**src/rtl/serial_feeder.sv**
```systemverilog
// rtl/serial_feeder.sv - parallel word to LSB-first serial din/cen feeder with one-word hold buffer
// Optional build macro: SERIAL_FEEDER_PARITY_EN (appends an even-parity bit after the MSB)
module serial_feeder #(
  parameter int WIDTH = 8,
  parameter int GAP   = 0
) (
  input  logic             clk,
  input  logic             resetn,
  input  logic [WIDTH-1:0] in_data,
  input  logic             in_valid,
  output logic             in_ready,
  input  logic             abort,
  output logic             din,
  output logic             cen,
  output logic             busy
);

`ifdef SERIAL_FEEDER_PARITY_EN
  localparam int NBITS = WIDTH + 1;
`else
  localparam int NBITS = WIDTH;
`endif
  localparam int CW = $clog2(NBITS + 1);

  typedef enum logic [1:0] {S_IDLE, S_SHIFT, S_GAP} state_t;

  state_t           state, state_n;
  logic [WIDTH-1:0] hold_data;
  logic             hold_full, hold_full_n;
  logic [NBITS-1:0] shreg, load_word;
  logic [CW-1:0]    bit_cnt;
  logic [3:0]       gap_cnt;
  logic             accept, reload, last_bit, last_gap, cen_n;

`ifdef SERIAL_FEEDER_PARITY_EN
  assign load_word = {^hold_data, hold_data};
`else
  assign load_word = hold_data;
`endif

  // Gated by resetn so the port reads 0 while the block is held in reset.
  assign in_ready = resetn && !hold_full && !abort;
  assign accept   = in_valid && in_ready;
  assign last_bit = (bit_cnt == CW'(NBITS - 1));
  assign last_gap = (gap_cnt == 4'(GAP - 1));

  always_comb begin
    state_n = state;
    reload  = 1'b0;
    cen_n   = 1'b0;
    case (state)
      S_IDLE: begin
        if (hold_full) begin
          reload  = 1'b1;
          state_n = S_SHIFT;
        end
      end
      S_SHIFT: begin
        cen_n = 1'b1;
        if (last_bit) begin
          if (GAP > 0)        state_n = S_GAP;
          else if (hold_full) reload  = 1'b1;
          else                state_n = S_IDLE;
        end
      end
      S_GAP: begin
        if (last_gap) begin
          if (hold_full) begin
            reload  = 1'b1;
            state_n = S_SHIFT;
          end else begin
            state_n = S_IDLE;
          end
        end
      end
      default: state_n = S_IDLE;
    endcase
    if (abort) begin
      state_n = S_IDLE;
      reload  = 1'b0;
      cen_n   = 1'b0;
    end
    hold_full_n = abort ? 1'b0 : accept ? 1'b1 : reload ? 1'b0 : hold_full;
  end

  always_ff @(posedge clk or negedge resetn) begin
    if (!resetn) begin
      state     <= S_IDLE;
      hold_full <= 1'b0;
      hold_data <= '0;
      shreg     <= '0;
      bit_cnt   <= '0;
      gap_cnt   <= '0;
      din       <= 1'b0;
      cen       <= 1'b0;
      busy      <= 1'b0;
    end else begin
      state     <= state_n;
      hold_full <= hold_full_n;
      cen       <= cen_n;
      // Busy stays up through the cycle that presents the final serial bit.
      busy      <= (state_n != S_IDLE) || hold_full_n || cen_n;
      if (accept) hold_data <= in_data;
      if (abort) begin
        shreg   <= '0;
        bit_cnt <= '0;
        gap_cnt <= '0;
        din     <= 1'b0;
      end else begin
        din <= cen_n ? shreg[0] : 1'b0;
        if (reload) begin
          shreg   <= load_word;
          bit_cnt <= '0;
          gap_cnt <= '0;
        end else if (state == S_SHIFT) begin
          shreg   <= shreg >> 1;
          bit_cnt <= bit_cnt + CW'(1);
          gap_cnt <= '0;
        end else if (state == S_GAP) begin
          gap_cnt <= gap_cnt + 4'd1;
        end
      end
    end
  end

endmodule

```
**config.mk**
```make
export PLATFORM = sky130hd
export DESIGN_NAME = serial_feeder
export DESIGN_NICKNAME = d
export VERILOG_FILES = /design/src/rtl/serial_feeder.sv
export SDC_FILE = /design/constraint.sdc
export NUM_CORES = 1
export LEC_CHECK = 0
export CAP_MARGIN = 20
export CORE_MARGIN = 2
export CORE_UTILIZATION = 59
export CTS_BUF_LIST = sky130_fd_sc_hd__clkbuf_4 sky130_fd_sc_hd__clkbuf_8
export DETAILED_ROUTE_END_ITERATION = 10
export PLACE_DENSITY = 0.92
export SYNTH_ARGS = -nofsm -noshare
export SYNTH_HDL_FRONTEND = slang
export SYNTH_SLANG_ARGS = --single-unit
export TNS_END_PERCENT = 1
```
**constraint.sdc**
```tcl
create_clock -name clk -period 2.6 [get_ports clk]
set_clock_uncertainty 0.15 [all_clocks]
set_input_delay 0.26 -clock clk [delete_from_list [all_inputs] [get_ports clk]]
set_output_delay 0.26 -clock clk [all_outputs]
set_load 0.01 [all_outputs]
```
# After elaboration in Yosys (flattened, before gate mapping)
# Index checks and enable logic that the tools add are counted.
[classes]
shifts = 0
order_cmp = 0
bitwise_logic = 0
add_sub_neg = 2
muxes = 29
n_div = 0
reduce_logical = 11
eq_ne = 4
mul = 0
[op_table]
columns = ["cell", "n"]
rows = [
  ["4-bit 2-to-1 mux", 7],
  ["8-bit 2-to-1 mux", 3],
  ["1-bit 2-to-1 mux", 12],
  ["2-bit 2-to-1 mux", 5],
  ["4-bit by 1-bit adder with 4-bit output (second input constant)", 2],
  ["2-bit case mux with 3 select lines", 1],
  ["4-bit by 3-bit == test with 1-bit output (second input constant)", 1],
  ["4-bit == test (second input constant)", 1],
  ["4-bit nonzero test", 1],
  ["1-bit logical AND", 3],
  ["1-bit case mux with 3 select lines", 1],
  ["3-bit nonzero test", 1],
  ["2-bit by 1-bit == test with 1-bit output (second input constant)", 1],
  ["2-bit == test (second input constant)", 1],
  ["1-bit zero test", 2],
  ["2-bit zero test", 1],
  ["1-bit logical OR", 2],
  ["2-bit nonzero test", 1],
]
[word_totals]
elab_cells = 55
ram_bits = 0
memories = 0
latch_bits = 0
rom_bits = 0
reg_bits = 30
out_inout_bits = 4

# Logic depth before layout (Yosys ltp)
[logic_depth]
depth_word = 9
ltp_mapped = 8
ltp_nobuf = 6

# Worst setup path after synthesis
# Ideal clock, no wire load.
[synth_timing]
path_type = "register to register"
from = "register state[0]"
to = "register busy"
synth_period_minus_slack_ns = 2.185
arrival_ns = 1.897
required_ns = 2.311
path_buffers = 0
slack_ns = 0.415
path_stages_with_launch = 7
path_cell_list = "dfrtp_1 inv_1 ha_1 and4bb_1 mux2_2 a311o_1 or4_1"
[synth_between]
word_cells_on_any_way = 19
classes_between = "eq/ne: 2; mux: 13; reduce/logical: 4"
[synth_lines]
columns = ["item", "line", "source"]
rows = [
  ["from (decl)", "27", "state_t state, state_n;"],
  ["from (signal assigned)", "98", "state <= state_n;"],
  ["2-bit 2-to-1 mux", "62", "else if (hold_full) reload = 1'b1;"],
  ["2-bit 2-to-1 mux", "60", "if (last_bit) begin"],
  ["2-bit case mux with 3 select lines (*)", "51", "case (state)"],
  ["2-bit 2-to-1 mux (*)", "78", "if (abort) begin"],
  ["named net state_n[0]", "27", ""],
  ["2-bit nonzero test (*)", "102", "busy <= (state_n != S_IDLE) || hold_full_n || cen_n;"],
  ["1-bit logical OR (*) (2 in a row)", "102", ""],
  ["to (signal assigned)", "102", ""],
  ["to (decl)", "15", "output logic busy"],
]
# The timed path passes the listed nets; every way through them passes the cells marked *.
# A chain may end at the register's enable or synchronous reset.

# Worst setup path after layout
[layout_timing]
from = "register state[0]"
to = "register busy"
[layout_between]
elab_chain_cells = 8
word_cells_on_any_way = 19
classes_between = "eq/ne: 2; mux: 13; reduce/logical: 4"
[layout_rtl]
columns = ["item", "line", "source"]
rows = [
  ["2-bit == test, or another cell as far along", "51", ""],
  ["1-bit case mux with 3 select lines (*)", "51", ""],
  ["1-bit 2-to-1 mux (*)", "78", ""],
  ["1-bit 2-to-1 mux (*) (3 in a row)", "83", "hold_full_n = abort ? 1'b0 : accept ? 1'b1 : reload ? 1'b0 : hold_full;"],
  ["named net hold_full_n", "29", "logic hold_full, hold_full_n;"],
  ["1-bit logical OR (*) (2 in a row)", "102", ""],
]
# Marked as above.

==> run metrics <==
ys flop type=dfrtp_1; Via-to-Cell Ratio=6.39; DRC violations left=0; Slowest-stage cell, CP=dfrtp_1; gr usage total=0.259; Crit path largest cell delay=between 0.4 and 0.5 ns; antenna diode count=0; Worst Path Required=roughly 2.7 ns; remaining global-route overflow=0; CP Buf/Inv Count=1; Static Leak=0.862 nW; I/O pin cnt=16; most numerous cell in the Yosys netlist=dfrtp_1; die height=57.1 um; initial antenna violation count=0; crit-path max FO=9; Slew Viols, Final=0; post-synthesis sequential area ratio=0.451; worst hold path type=in -> async; RSZ-0062 raised after global routing=no; Final Hold Fails=0; drt initial violations=47; area of the core=2710 sq um; Post-synth top cells=30 x dfrtp_1, 23 x nor2_1, 11 x nor2b_1, 10 x a31oi_1, 10 x mux2_2; die area=approximately 3300 sq um; min Tclk post-route=2.42 ns; Root Driver=clkbuf_4; met3 usage=0.0839; Synth Register Bits=30; Largest delay share family, worst path=simple AND/OR/NAND/NOR gates; Worst EP arrival=2.49 ns; crit path launch type=flip-flop; layout cell share with drive strength beyond 1=0.168; Clock Latency Late Sink=approximately 0.34 ns; CTS max path bufs=2; Max VDD drop=approximately 0.00052 V; vias post-DR=1381; met2 Resource Use GR=0.404; Final ANT Viol Nets=0; clock sink count=30; global-route wire length before repair=6400 um; GPL Wtd Cong=slightly below 0.8; Clk pin slew, worst setup/hold paths=0.10 ns; Tightest Pin Transition=0.514 ns; largest area contributor in the synthesized netlist=dfrtp_1; Gate Count Post-Synth=165; Syn-to-layout area delta=17.3%; Max Clock Freq=0.413 GHz; Setup crit end kind=flip-flop; Final nets=just over 200; filler cell count=210; Rel. slew slack=0.657; die width=57.1 um; FP Rows=19; fin util=0.720; Post-synth ARST share=1.00; met1 Usage GRT=0.330; pwr dens=570 nW/um^2; starting density of the core=0.614; drt total wl=3730 um; critical path type=reg -> reg; CP cell instances=inv_1, ha_1, nor2b_1, and2_2, o31ai_1, or4_1; CTS tree=done; number of buffers added for setup after CTS=0; Synth warnings=0; syn avg cell area=10.1 sq um; post-synth top area share=0.451; reg2reg setup slack=0.18 ns; vias in the first global route=1387; largest net degree at the start of global routing=31; Final HPWL DP=roughly 2600 um; worst hold slack=0.270 ns; status=complete, no violations; Setup-failing EPs final=0; Setup TNS=0 ns; Post-synth EDFFs=0; GR peak layer=met2; Pre-antenna DRT Iters=4; power after layout=roughly 1.1 mW; mapped cell area=around 1700 sq um; H-tree levels=2; crit share post-route=0.930; Num CTS Buffers=5; WL per Instance=17.3 um; largest cells by area after synthesis=dfrtp_1 45%, mux2_2 6.8%, nor2_1 5.2%; post-synth cell types=38; MaxCap Viol Count=0; Syn Nets=183; port bufs=15
where the power goes:
part           switching [mW]  total [mW]  internal [mW]  leakage, nW
logic                  0.0867       0.179         0.0919        0.427
registers              0.0327       0.546          0.514        0.389
clock network           0.164       0.388          0.225       0.0463
total                   0.283        1.11          0.830        0.862
timing repair:
item / 4_1_cts / 5_1_grt
hold buffers: 0 / 0
setup endpoints to repair: 0 / 1
resized for setup: 0 / 1
through the flow:
stage	instance area, sq um	std cells	worst slack [ns]
global placement	1870	208	0.324
finish	1950	216	0.182
global route	1950	216	0.0653
detailed placement	1870	208	0.184
CTS	1950	216	0.161
floorplan	1660	165	0.415
area by class of cell:
cell class / instances / area (sq um) / area share
clock buffer: 7 / 52.6 / 0.0269
clock inverter: 1 / 30.0 / 0.0154
inverter: 4 / 15.0 / 0.00769
multi-input combinational: 120 / 855 / 0.438
sequential: 30 / 751 / 0.385
tap: 31 / 38.8 / 0.0199
timing repair buffer: 23 / 210 / 0.108
flip-flops by register name, summed over array words and instances, names as in the netlist:
register,flops
shreg,8
din,1
gap_cnt,4
bit_cnt,4
busy,1
state,2
hold_full,1
hold_data,8
cen,1
worst paths after layout:
| check | startpoint | end | depth (start not counted) |
|---|---|---|---|
| worst max-delay path | state[0] | busy | 6 |
| worst max register to register | state[0] | busy | 6 |
| worst min-delay path | resetn | hold_data[1] | 2 |
| max in group asynchronous | resetn | gap_cnt[1] | 2 |
| min in group clk | shreg[0] | din | 1 |
| worst min register to register | shreg[0] | din | 1 |
worst register-to-register path, delay by kind of cell (launching register included):
kind / cells / cell delay, ns
and+or+nand+nor: 3 / 1.02
DFF: 1 / 0.47
adders and majority gates: 1 / 0.44
AOI/OAI and AO/OA: 1 / 0.11
buffers and inverters: 1 / 0.10
layer usage:
metal,vias to the layer above,part of all wire
met5,-,0
met4,0,0.021
met3,10,0.052
met2,39,0.49
met1,688,0.43
li1,644,-
cells by family after synthesis:
group | Yosys count | synth area share
fa+ha+maj | 6 | 0.0451
flops | 30 | 0.451
xor+xnor | 3 | 0.0158
mux | 11 | 0.0737
buf+inv | 15 | 0.0361
simple gates | 61 | 0.203
compound gates | 39 | 0.175
layout by cell type (no fill, tap or decap), drive strengths merged, types with 2 or more instances in the layout:
cell | synthesis | layout
dfrtp | 30 | 30
nor2 | 23 | 23
clkdlybuf4s50 | 0 | 15
nor2b | 11 | 11
mux2 | 10 | 10
a31oi | 10 | 10
o2111ai | 8 | 8
a22oi | 8 | 8
buf | 3 | 8
nor3 | 7 | 7
clkbuf | 8 | 7
ha | 6 | 6
inv | 4 | 4
nand2 | 3 | 3
o21ai | 3 | 3
nand2b | 3 | 3
and3 | 3 | 3
and4bb | 2 | 2
xor2 | 2 | 2
a21oi | 2 | 2
a21boi | 2 | 2
and2 | 2 | 2
o31ai | 2 | 2
(Power assumes the default switching activity.)
